[config.mk]
export PLATFORM = sky130hd
export DESIGN_NAME = apb_bridge_nslv_flat
export DESIGN_NICKNAME = d
export VERILOG_FILES = /design/src/rtl/apb_bridge_nslv_if.sv /design/src/rtl/apb_bridge_nslv.sv /design/src/flat_wrapper.sv
export SDC_FILE = /design/constraint.sdc
export NUM_CORES = 1
export LEC_CHECK = 0
export CORE_AREA = 3 3 123 125
export CTS_BUF_LIST = sky130_fd_sc_hd__clkbuf_4 sky130_fd_sc_hd__clkbuf_8
export CTS_CLUSTER_DIAMETER = 60
export DETAILED_ROUTE_END_ITERATION = 12
export DIE_AREA = 0 0 126 128
export HOLD_SLACK_MARGIN = 0.06
export PLACE_DENSITY = 0.84
export SYNTH_ARGS = -nofsm -noshare
export SYNTH_HDL_FRONTEND = slang
export SYNTH_SLANG_ARGS = --single-unit
[constraint.sdc]
create_clock -name PCLK -period 2.9 [get_ports PCLK]
set_clock_uncertainty 0.05 [all_clocks]
set_input_delay 0.58 -clock PCLK [delete_from_list [all_inputs] [get_ports PCLK]]
set_output_delay 0.58 -clock PCLK [all_outputs]
set_load 0.05 [all_outputs]
[src/rtl/apb_bridge_nslv_if.sv]
// CPU-request and APB-bus signal bundle for the N-slave APB bridge.
// master = bridge view, slave = environment view (CPU plus APB slaves).
interface apb_bridge_nslv_if #(
    parameter int ADDR_W  = 32,
    parameter int DATA_W  = 32,
    parameter int NUM_SLV = 4
);
    logic                        transfer;
    logic                        write;
    logic [ADDR_W-1:0]           addr;
    logic [DATA_W-1:0]           wdata;
    logic [DATA_W/8-1:0]         strb;
    logic [DATA_W-1:0]           rdata;
    logic                        ready;
    logic                        error;

    logic [ADDR_W-1:0]           PADDR;
    logic                        PWRITE;
    logic [DATA_W-1:0]           PWDATA;
    logic [DATA_W/8-1:0]         PSTRB;
    logic                        PENABLE;
    logic [NUM_SLV-1:0]          PSEL;
    logic [NUM_SLV*DATA_W-1:0]   PRDATA;
    logic [NUM_SLV-1:0]          PREADY;
    logic [NUM_SLV-1:0]          PSLVERR;

    modport master (
        input  transfer, write, addr, wdata, strb, PRDATA, PREADY, PSLVERR,
        output rdata, ready, error, PADDR, PWRITE, PWDATA, PSTRB, PENABLE, PSEL
    );

    modport slave (
        output transfer, write, addr, wdata, strb, PRDATA, PREADY, PSLVERR,
        input  rdata, ready, error, PADDR, PWRITE, PWDATA, PSTRB, PENABLE, PSEL
    );
endinterface

[src/rtl/apb_bridge_nslv.sv]
// Single-request CPU to APB bridge with fixed address decode over up to 16 slaves,
// per-transfer ACCESS timeout and registered one-cycle completion pulse.
//
// state  | meaning
// IDLE   | waiting for transfer; ready pulse of previous access may be visible
// SETUP  | PSEL asserted, PENABLE low, request latched
// ACCESS | PSEL and PENABLE high, waiting for PREADY or timeout
// DERR   | decode miss, one cycle, no slave selected
module apb_bridge_nslv #(
    parameter int ADDR_W  = 32,
    parameter int DATA_W  = 32,
    parameter int NUM_SLV = 4,
    parameter int TIMEOUT = 16
) (
    input  logic              PCLK,
    input  logic              PRESET,
    apb_bridge_nslv_if.master bus
);
    localparam int STRB_W = DATA_W / 8;
    localparam int CNT_W  = $clog2(TIMEOUT + 2);
    localparam logic [CNT_W-1:0] CNT_LAST = CNT_W'(TIMEOUT - 1);

    typedef enum logic [1:0] {IDLE, SETUP, ACCESS, DERR} state_t;

    state_t              state_q, state_d;
    logic [3:0]          idx_q, idx_d;
    logic [ADDR_W-1:0]   paddr_q, paddr_d;
    logic                pwrite_q, pwrite_d;
    logic [DATA_W-1:0]   pwdata_q, pwdata_d;
    logic [STRB_W-1:0]   pstrb_q, pstrb_d;
    logic [CNT_W-1:0]    cnt_q, cnt_d;
    logic                ready_q, ready_d;
    logic                error_q, error_d;
    logic [DATA_W-1:0]   rdata_q, rdata_d;

    logic                dec_hit;
    logic                pready_sel;
    logic                pslverr_sel;
    logic [DATA_W-1:0]   prdata_sel;
    logic [NUM_SLV-1:0]  psel;

    always_ff @(posedge PCLK or negedge PRESET) begin
        if (!PRESET) begin
            state_q  <= IDLE;
            idx_q    <= '0;
            paddr_q  <= '0;
            pwrite_q <= 1'b0;
            pwdata_q <= '0;
            pstrb_q  <= '0;
            cnt_q    <= '0;
            ready_q  <= 1'b0;
            error_q  <= 1'b0;
            rdata_q  <= '0;
        end else begin
            state_q  <= state_d;
            idx_q    <= idx_d;
            paddr_q  <= paddr_d;
            pwrite_q <= pwrite_d;
            pwdata_q <= pwdata_d;
            pstrb_q  <= pstrb_d;
            cnt_q    <= cnt_d;
            ready_q  <= ready_d;
            error_q  <= error_d;
            rdata_q  <= rdata_d;
        end
    end

    // Slave-side mux and select are driven purely from the latched index.
    always_comb begin
        dec_hit = (bus.addr[31:16] == 16'h1000) &&
                  ({1'b0, bus.addr[15:12]} < 5'(NUM_SLV));
        pready_sel  = 1'b0;
        pslverr_sel = 1'b0;
        prdata_sel  = '0;
        psel        = '0;
        for (int i = 0; i < NUM_SLV; i++) begin
            if (idx_q == 4'(i)) begin
                pready_sel  = bus.PREADY[i];
                pslverr_sel = bus.PSLVERR[i];
                prdata_sel  = bus.PRDATA[i*DATA_W +: DATA_W];
                if ((state_q == SETUP) || (state_q == ACCESS)) begin
                    psel[i] = 1'b1;
                end
            end
        end
    end

    always_comb begin
        state_d  = state_q;
        idx_d    = idx_q;
        paddr_d  = paddr_q;
        pwrite_d = pwrite_q;
        pwdata_d = pwdata_q;
        pstrb_d  = pstrb_q;
        cnt_d    = cnt_q;
        ready_d  = 1'b0;
        error_d  = 1'b0;
        rdata_d  = '0;
        case (state_q)
            IDLE: begin
                if (bus.transfer) begin
                    if (dec_hit) begin
                        idx_d    = bus.addr[15:12];
                        paddr_d  = bus.addr;
                        pwrite_d = bus.write;
                        pwdata_d = bus.wdata;
                        pstrb_d  = bus.write ? bus.strb : '0;
                        state_d  = SETUP;
                    end else begin
                        state_d  = DERR;
                    end
                end
            end
            SETUP: begin
                cnt_d   = '0;
                state_d = ACCESS;
            end
            ACCESS: begin
                cnt_d = cnt_q + CNT_W'(1);
                if (pready_sel) begin
                    state_d = IDLE;
                    ready_d = 1'b1;
                    error_d = pslverr_sel;
                    rdata_d = (!pwrite_q && !pslverr_sel) ? prdata_sel : '0;
                end else if ((TIMEOUT > 0) && (cnt_q == CNT_LAST)) begin
                    state_d = IDLE;
                    ready_d = 1'b1;
                    error_d = 1'b1;
                end
            end
            DERR: begin
                state_d = IDLE;
                ready_d = 1'b1;
                error_d = 1'b1;
            end
            default: state_d = IDLE;
        endcase
    end

    assign bus.PSEL    = psel;
    assign bus.PENABLE = (state_q == ACCESS);
    assign bus.PADDR   = paddr_q;
    assign bus.PWRITE  = pwrite_q;
    assign bus.PWDATA  = pwdata_q;
    assign bus.PSTRB   = pstrb_q;
    assign bus.ready   = ready_q;
    assign bus.error   = error_q;
    assign bus.rdata   = rdata_q;
endmodule

[src/flat_wrapper.sv]
// flat-port wrapper written by rule: the top's interface ports become plain ports
module apb_bridge_nslv_flat 
#(
    parameter int ADDR_W  = 32,
    parameter int DATA_W  = 32,
    parameter int NUM_SLV = 4,
    parameter int TIMEOUT = 16
)
  (PCLK, PRESET, bus_transfer, bus_write, bus_addr, bus_wdata, bus_strb, bus_PRDATA, bus_PREADY, bus_PSLVERR, bus_rdata, bus_ready, bus_error, bus_PADDR, bus_PWRITE, bus_PWDATA, bus_PSTRB, bus_PENABLE, bus_PSEL);
  apb_bridge_nslv_if #(.ADDR_W(ADDR_W), .DATA_W(DATA_W), .NUM_SLV(NUM_SLV)) bus_i ();
  input  logic PCLK;
  input  logic PRESET;
  input wire logic [$bits(bus_i.transfer)-1:0] bus_transfer;
  input wire logic [$bits(bus_i.write)-1:0] bus_write;
  input wire logic [$bits(bus_i.addr)-1:0] bus_addr;
  input wire logic [$bits(bus_i.wdata)-1:0] bus_wdata;
  input wire logic [$bits(bus_i.strb)-1:0] bus_strb;
  input wire logic [$bits(bus_i.PRDATA)-1:0] bus_PRDATA;
  input wire logic [$bits(bus_i.PREADY)-1:0] bus_PREADY;
  input wire logic [$bits(bus_i.PSLVERR)-1:0] bus_PSLVERR;
  output wire logic [$bits(bus_i.rdata)-1:0] bus_rdata;
  output wire logic [$bits(bus_i.ready)-1:0] bus_ready;
  output wire logic [$bits(bus_i.error)-1:0] bus_error;
  output wire logic [$bits(bus_i.PADDR)-1:0] bus_PADDR;
  output wire logic [$bits(bus_i.PWRITE)-1:0] bus_PWRITE;
  output wire logic [$bits(bus_i.PWDATA)-1:0] bus_PWDATA;
  output wire logic [$bits(bus_i.PSTRB)-1:0] bus_PSTRB;
  output wire logic [$bits(bus_i.PENABLE)-1:0] bus_PENABLE;
  output wire logic [$bits(bus_i.PSEL)-1:0] bus_PSEL;
  assign bus_i.transfer = bus_transfer;
  assign bus_i.write = bus_write;
  assign bus_i.addr = bus_addr;
  assign bus_i.wdata = bus_wdata;
  assign bus_i.strb = bus_strb;
  assign bus_i.PRDATA = bus_PRDATA;
  assign bus_i.PREADY = bus_PREADY;
  assign bus_i.PSLVERR = bus_PSLVERR;
  assign bus_rdata = bus_i.rdata;
  assign bus_ready = bus_i.ready;
  assign bus_error = bus_i.error;
  assign bus_PADDR = bus_i.PADDR;
  assign bus_PWRITE = bus_i.PWRITE;
  assign bus_PWDATA = bus_i.PWDATA;
  assign bus_PSTRB = bus_i.PSTRB;
  assign bus_PENABLE = bus_i.PENABLE;
  assign bus_PSEL = bus_i.PSEL;
  apb_bridge_nslv #(.ADDR_W(ADDR_W), .DATA_W(DATA_W), .NUM_SLV(NUM_SLV), .TIMEOUT(TIMEOUT)) u_core (.PCLK(PCLK), .PRESET(PRESET), .bus(bus_i));
endmodule
Word level (Yosys, flattened, before mapping)
Cells that the tools add are included.
- add/sub/neg operators: 1
- order comparisons: 1
- eq/ne operators: 10
- multiplexer cells: 32
- reductions and logical operators: 10
- operators by type and width (cell ; number):
    32-bit 2-to-1 mux ; 7
    16-bit by 13-bit equality test with 1-bit output (second input constant) ; 1
    1-bit 2-to-1 mux ; 16
    5-bit one-hot mux with 2 select lines ; 1
    4-bit by 2-bit equality test with 1-bit output (second input constant) ; 2
    2-bit 2-to-1 mux ; 4
    2-bit one-hot mux with 4 select lines ; 1
    5-bit by 1-bit adder with 5-bit output (second input constant) ; 1
    5-bit by 4-bit equality test with 1-bit output (second input constant) ; 1
    2-bit equality test (second input constant) ; 2
    4-bit by 1-bit equality test with 1-bit output (second input constant) ; 1
    4-bit zero test ; 1
    4-bit by 3-bit less-than comparator with 1-bit output (second input constant) ; 1
    4-bit 2-to-1 mux ; 1
    1-bit one-hot mux with 2 select lines ; 2
    3-bit by 1-bit inequality test with 1-bit output (second input constant) ; 1
    3-bit AND reduction ; 1
    2-bit by 1-bit equality test with 1-bit output (second input constant) ; 1
    1-bit logical AND ; 2
    1-bit zero test ; 2
    2-bit zero test ; 1
    2-bit inequality test (second input constant) ; 1
    2-bit AND reduction ; 1
    2-bit nonzero test ; 1
    1-bit logical OR ; 1
- bits in registers: 114
- input bits: 208
- output and inout port bits: 108
- word-level logic and storage cells: 64

Logic depth before layout (Yosys ltp)
Gate-level depths: netlist (run 1).
- depth in word-level cells: 10
- mapped depth: 7
- depth with buffers taken out: 6

Least setup slack after synthesis (run 1)
Ideal clock, no wire load.
- path type: register to output
- start point: reg, netlist name u_core.bus.PADDR[13]
- end point: out bus_PSEL[2]
- data arrival time: 1.945 ns
- data required time: 2.270 ns
- setup slack: 0.325 ns
- stages on the path, launching flop included: 4
- path buffers: 1
- path through: dfrtp_1 nor3b_2 clkbuf_1 and3_1
- RTL lines (what ; RTL line ; text):
    to (decl) ; flat_wrapper.sv:29 ; output wire logic [$bits(bus_i.PSEL)-1:0] bus_PSEL;

Worst setup path after layout (run 1)
- start point: reg u_core.state_q[0]
- end point: out bus_PENABLE
- cells in the longest elaborated chain, start to end: 1
- ends and longest elaborated chain (what ; RTL line ; text):
    from (decl) ; apb_bridge_nslv.sv:25 ; state_t state_q, state_d;
    from (signal assigned) ; apb_bridge_nslv.sv:55 ; state_q <= state_d;
    2-bit equality test ; apb_bridge_nslv.sv:141 ; assign bus.PENABLE = (state_q == ACCESS);
    to (decl) ; flat_wrapper.sv:28 ; output wire logic [$bits(bus_i.PENABLE)-1:0] bus_PENABLE;
No other way between the ends.

==> out/metrics.cfg, run 1 <==
[placement]
hpwl_um = 12670
place_area_um2 = 8491
place.gp.congestion = 0.8501
io_buffers = 315

[sta]
finalHoldViolations = 0
max_freq_mhz = 390.3
finalSetupTns_ns = 0
grt_setup_unrepaired = false
tightest_slew_ns = 0.7050
slew_viol_final = 0
slew_headroom_pct = 53.00
finalCriticalPeriod_ns = 2.562
post-route-period-util_pct = 88.34
setup_viol = 0

[detailed_routing]
num_vias = 4271
drt_drc_violations_left = 0
wl_per_cell_um = 17.41
drtIter0Drc = 162
via_per_inst = 4.746
finalWirelength_um = 15670
ant_nets = 0
drtPass1Iterations = 4

[flow_run]
drv_cap = 0

[yosys]
postSynthAreaPerCell_um2 = 12.72
synthCells = 403
yosysMostFrequentCell = dfrtp_1
yosys_register_bits = 110
yosysSeqAreaShare_pct = 53.71
synthesis.nets = 618
synth_top_area_share_pct = 53.71
synth.top_cells.by_count = dfrtp_1 (110), mux2_2 (79), nand2_1 (42)
post-synth-top-area-cell = dfrtp_1
async_flop_share_pct = 100.0
ys_types = 38
netlist_area_um2 = 5125
synth.area.top_cells = dfrtp_1 (54%), mux2_2 (17%), a21oi_2 (5.0%), a22oi_1 (4.5%), nand2_1 (3.1%)
synth-edff-count = 0
yosysWarnings = 0
synth_ff_type = dfrtp_1

[clock_tree]
clock_sinks = 110
cts_tree = built
insertion_delay_ns = 0.36
cts_setup_buffers = 0
post_cts_resized = 0
clockBufferDepth = 2
h-tree-depth = 3
clkSlewWorstSetupHoldPaths_ns = 0.09
numCtsBuffers = 9
cts-root-buf = clkbuf_8
ctsHoldBuffers = 0

[floorplan]
core_area_um2 = 13990
die_w_um = 126
die_h_um = 128
placement_rows = 43
die_area_um2 = 16130
initial_utilization_pct = 36.64
io-pin-count = 316

[worst_setup_path]
max_stage_delay_ns = 0.82
r2r_end = u_core.bus.rdata[3]
r2r-start = u_core.bus.PADDR[12]
regToRegSetupSlack_ns = 0.87
cp_top_family = buffers and inverters
crit_slowest_cell = clkdlybuf4s50_1
critPathArrivalTime_ns = 1.93
reg2regPathDepth = 5
cp_max_fo = 4
cp.required_ns = 2.27
cp_cell_sequence = inv_1, ha_1, clkdlybuf4s50_1
critPathKind = reg -> out
critPathLaunchType = flip-flop
worst_setup_path_end_kind = output pin
path_buf_inv = 2

[grt]
grt-ovfl-total = 0
grt_pass1_vias = 4692
grt_pass1_wl_um = 24180
grt_usage_pct = 18.89
grt_max_degree = 70
antenna_found_initial = 0

[cells_and_area]
register_area_um2 = 2754
drive_above_1_share_pct = 21.39
syn_to_final_growth_pct = 69.80
multi_input_area_um2 = 2173
n_fill_cell = 1111
finalInstanceArea_um2 = 8702
finish.net_count = 930
diodes = 0

[pwr]
vdd_ir_drop_max_uv = 258.7
power.density_nw_per_um2 = 430.7
p_leak_nw = 3.749

[run_status]
outcome = complete, no violations

[hold_path]
hold_class = in -> async

[layout make-up]
cell class                 count  share of cell area, %
clock buffer                  12                  1.826
clock inverter                 4                 0.6039
inverter                      14                 0.6039
multi-input combinational    254                  24.97
sequential                   110                  31.65
tap                          180                  2.588
timing repair buffer         326                  37.76
[flip-flops by register name (all words and copies together) (netlist names)]
signal	flops
u_core.bus.PADDR	32
u_core.bus.PWDATA	32
u_core.bus.rdata	32
u_core.cnt_q	5
u_core.bus.PSTRB	4
u_core.state_q	2
u_core.bus.PWRITE	1
u_core.bus.error	1
u_core.bus.ready	1
[placed cells by master, fill, tap and decap left out, drive strengths merged]
cell and n:
nand4b 1, and3 3, buf 16, nor3b 2
o221ai 1, nor4b 1, nor4 3, mux2i 7
clkinv 2, nand2 42, and2 2, inv 15
nand3 4, ha 7, clkdlybuf4s50 310, mux2 80
nand4 1, nor2b 17, o2bb2ai 1, or2 1
bufinv 1, a22oi 31, a21oi 32, o22ai 3
mux4 2, nand3b 1, o21ai 4, clkbuf 12
nor2 6, dfrtp 110, o32ai 1, or3 1
[worst max-delay path by stage]
stage | cells past startpoint | to | from | slack [ns]
3_5_place_dp | 6 | u_core.bus.PWDATA[3] | bus_addr[27] | 0.13
2_1_floorplan | 3 | bus_PSEL[2] | u_core.bus.PADDR[13] | 0.33
3_3_place_gp | 6 | u_core.bus.PADDR[12] | bus_addr[27] | 0.31
6_report | 3 | bus_PENABLE | u_core.state_q[0] | 0.34
4_1_cts | 3 | bus_PENABLE | u_core.state_q[0] | 0.30
5_1_grt | 3 | bus_PENABLE | u_core.state_q[0] | 0.26
[stage by stage]
step	total power [mW]	setup WS [ns]	cells	utilization [%]	hold WS, ns
5_1_grt	3.941	0.2583	900	62.21	0.2340
6_report	3.748	0.3381	900	62.21	0.1988
3_5_place_dp	2.824	0.1293	884	60.70	0.4189
3_3_place_gp	2.796	0.3124	884	60.70	0.4013
2_1_floorplan	2.230	0.3255	403	-	0.2344
4_1_cts	3.803	0.3014	900	62.21	0.2088
[worst register-to-register path: cells and delay by family, from the launching register on]
| family | cells | cell delay (ns) |
|---|---|---|
| AO/OA/AOI/OAI | 1 | 0.17 |
| buffers and inverters | 1 | 0.24 |
| AND/OR/NAND/NOR | 2 | 0.32 |
| multiplexers | 1 | 0.57 |
| flip-flops | 1 | 0.62 |
[logic make-up after synthesis]
| group | after synthesis | synth area share (%) |
|---|---|---|
| simple gates | 85 | 9.009 |
| fa+ha+maj | 7 | 1.709 |
| buf+inv | 39 | 4.102 |
| compound gates | 73 | 11.57 |
| mux | 89 | 19.90 |
| flops | 110 | 53.71 |
[power breakdown]
group / switching [mW] / total (mW) / leakage [nW] / internal [mW]
Clock: 0.506 / 0.967 / 0.110 / 0.461
Combinational: 0.597 / 1.14 / 2.14 / 0.540
Sequential: 0.0375 / 1.64 / 1.50 / 1.61
[layer usage]
metal	track usage [%]	wire length [um]	vias up	part of all wire (%)
met3	6.125	1402	13	8.9
met2	34.71	8348	185	53
li1	-	-	2044	-
met5	0	0	-	0
met1	21.00	5726	2029	37
met4	5.174	191	0	1.2
(Power assumes the default switching activity.)
==> inputs of run 2 (changes only) <==
- REMOVE_ABC_BUFFERS: default -> 1
==> run 2 against run 1 <==
Against the previous run:
- via count increased by 0.70%
- register-to-register slack got worse by 0.11 ns
- critical path depth increased by 1
- core utilization decreased by 0.18 points
- largest power group unchanged
==> out/metrics.cfg, run 2 (synthesis results as in run 1) <==
[run_status]
outcome = complete, no violations

[clock_tree]
clock_sinks = 110  ; unchanged
h-tree-depth = 3  ; unchanged
cts-root-buf = clkbuf_8
post_cts_resized = 0  ; unchanged
cts_setup_buffers = 0  ; unchanged
clockBufferDepth = 2  ; unchanged
ctsHoldBuffers = 0  ; unchanged
cts_tree = built
numCtsBuffers = 9  ; unchanged
insertion_delay_ns = 0.36  ; about the same
clkSlewWorstSetupHoldPaths_ns = 0.11  ; +0.02 ns

[sta]
finalCriticalPeriod_ns = 2.572  ; +0.01028 ns
slew_viol_final = 0  ; unchanged
finalHoldViolations = 0  ; unchanged
grt_setup_unrepaired = false
finalSetupTns_ns = 0  ; unchanged
post-route-period-util_pct = 88.69  ; +0.35 points
max_freq_mhz = 388.8  ; -0.40%
setup_viol = 0  ; unchanged
slew_headroom_pct = 55.14  ; +2.1 points
tightest_slew_ns = 0.6729  ; -0.03212 ns

[cells_and_area]
finish.net_count = 930  ; unchanged
syn_to_final_growth_pct = 69.31
drive_above_1_share_pct = 21.39  ; unchanged
layout_common_cells = clkdlybuf4s50_1 (310), dfrtp_1 (109), mux2_2 (79), nand2_1 (42), a22oi_1 (31)
finalInstanceArea_um2 = 8677  ; -0.29%
multi_input_area_um2 = 2173  ; unchanged
diodes = 0  ; unchanged
layout_commonest_cell = clkdlybuf4s50_1
n_fill_cell = 1085  ; -2.3%
register_area_um2 = 2754  ; unchanged
stdcell_count = 900  ; unchanged

[placement]
hpwl_um = 12300  ; -2.9%
io_buffers = 315  ; unchanged
place_area_um2 = 8491  ; unchanged
dp_cells = 884  ; unchanged
place.gp.congestion = 0.8494  ; about the same

[detailed_routing]
drtPass1Iterations = 4  ; unchanged
wl_met3_um = 1182  ; -16%
finalWirelength_um = 15220  ; -2.9%
wl_met1_um = 5654  ; -1.3%
drt_drc_violations_left = 0  ; unchanged
highest_layer = met4
drtIter0Drc = 162  ; unchanged
via_per_inst = 4.779  ; +0.70%
ant_nets = 0  ; unchanged
wl_per_cell_um = 16.91  ; -2.9%
num_vias = 4301  ; +0.70%
wl_met2_um = 8066  ; -3.4%

[worst_setup_path]
critPathArrivalTime_ns = 1.94  ; about the same
cp_max_fo = 33  ; +29
cp_top_family = buffers and inverters
r2r-start = u_core.bus.PADDR[12]
path_buf_inv = 2  ; unchanged
path_common_cell = buf_4
worst_setup_path_end_kind = output pin
critPathKind = reg -> out
cp.required_ns = 2.27  ; about the same
crit_slowest_cell = dfrtp_1
cp_cell_sequence = nor3b_4, buf_4, and3_1, buf_4
max_stage_delay_ns = 0.49  ; -0.33 ns
r2r_end = u_core.state_q[0]
reg2regPathDepth = 5  ; unchanged
worst-path-stages = 4  ; +1
regToRegSetupSlack_ns = 0.76  ; -0.11 ns
critPathLaunchType = flip-flop

[pwr]
p_leak_nw = 3.735  ; -0.39%
power.density_nw_per_um2 = 420.1  ; -2.5%
vdd_ir_drop_max_uv = 197.3  ; -24%

[floorplan]
placement_rows = 43  ; unchanged
io-pin-count = 316  ; unchanged
die_area_um2 = 16130  ; unchanged
initial_utilization_pct = 36.64  ; unchanged
die_w_um = 126  ; unchanged
die_h_um = 128  ; unchanged
core_area_um2 = 13990  ; unchanged

[grt]
grt-ovfl-total = 0  ; unchanged
grt_pass1_vias = 4695  ; +0.064%
grt_usage_pct = 18.53  ; -0.36 points
antenna_found_initial = 0  ; unchanged
grt_max_degree = 70  ; unchanged
grt_pass1_wl_um = 24020  ; -0.66%

[flow_run]
drv_cap = 0  ; unchanged

[hold_path]
hold_class = in -> async

[run 2: report_power, final]
group          internal, mW  switching (mW)
Sequential             1.61          0.0377
Clock                 0.339           0.523
Combinational         0.543           0.595
Total                  2.49            1.16
[run 2: metal layers]
layer / global-route usage, % / vias to the layer above
met3: 4.875 / 21
li1: - / 2047
met2: 33.74 / 210
met1: 21.31 / 2023
met5: 0 / -
met4: 5.741 / 0
[run 2: how the worst max path moves through the flow]
stage / startpoint / end / slack (ns)
5_1_grt: u_core.bus.PADDR[13] / bus_PSEL[2] / 0.22
4_1_cts: u_core.bus.PADDR[13] / bus_PSEL[2] / 0.31
2_1_floorplan: u_core.bus.PADDR[12] / bus_PSEL[1] / -0.58
3_5_place_dp: bus_addr[27] / u_core.bus.PADDR[7] / 0.31
6_report: u_core.bus.PADDR[13] / bus_PSEL[2] / 0.33
3_3_place_gp: bus_addr[24] / u_core.bus.PWDATA[11] / 0.32
[run 2: stage by stage]
stage	hold slack, ns	worst slack (ns)	total power [mW]	utilization [%]
finish	0.1944	0.3279	3.645	62.03
floorplan	0.2344	-0.5792	2.210	-
global placement	0.3965	0.3175	2.797	60.70
detailed placement	0.4094	0.3087	2.823	60.70
CTS	0.2037	0.3140	3.696	62.03
global route	0.2225	0.2229	3.818	62.03
[run 2: layout make-up]
type	instances	share of cell area (%)
multi-input cells	254	25.05
inverters	14	0.6056
clock inverters	6	0.6345
flip-flops and latches	110	31.74
well taps	180	2.596
repair buffers	326	37.87
clock buffers	10	1.514
[run 2: worst reg2reg max path, delay by kind of cell (launching register included)]
family / cells / cell delay, ns
multiplexers: 2 / 0.74
flip-flops: 1 / 0.51
AO/OA/AOI/OAI: 2 / 0.47
buffers and inverters: 1 / 0.28
==> inputs of run 3 (changes only) <==
- TNS_END_PERCENT: default -> 100
==> results of run 3 <==
The final DEF is identical to that of run 2; final timing and power are the same.
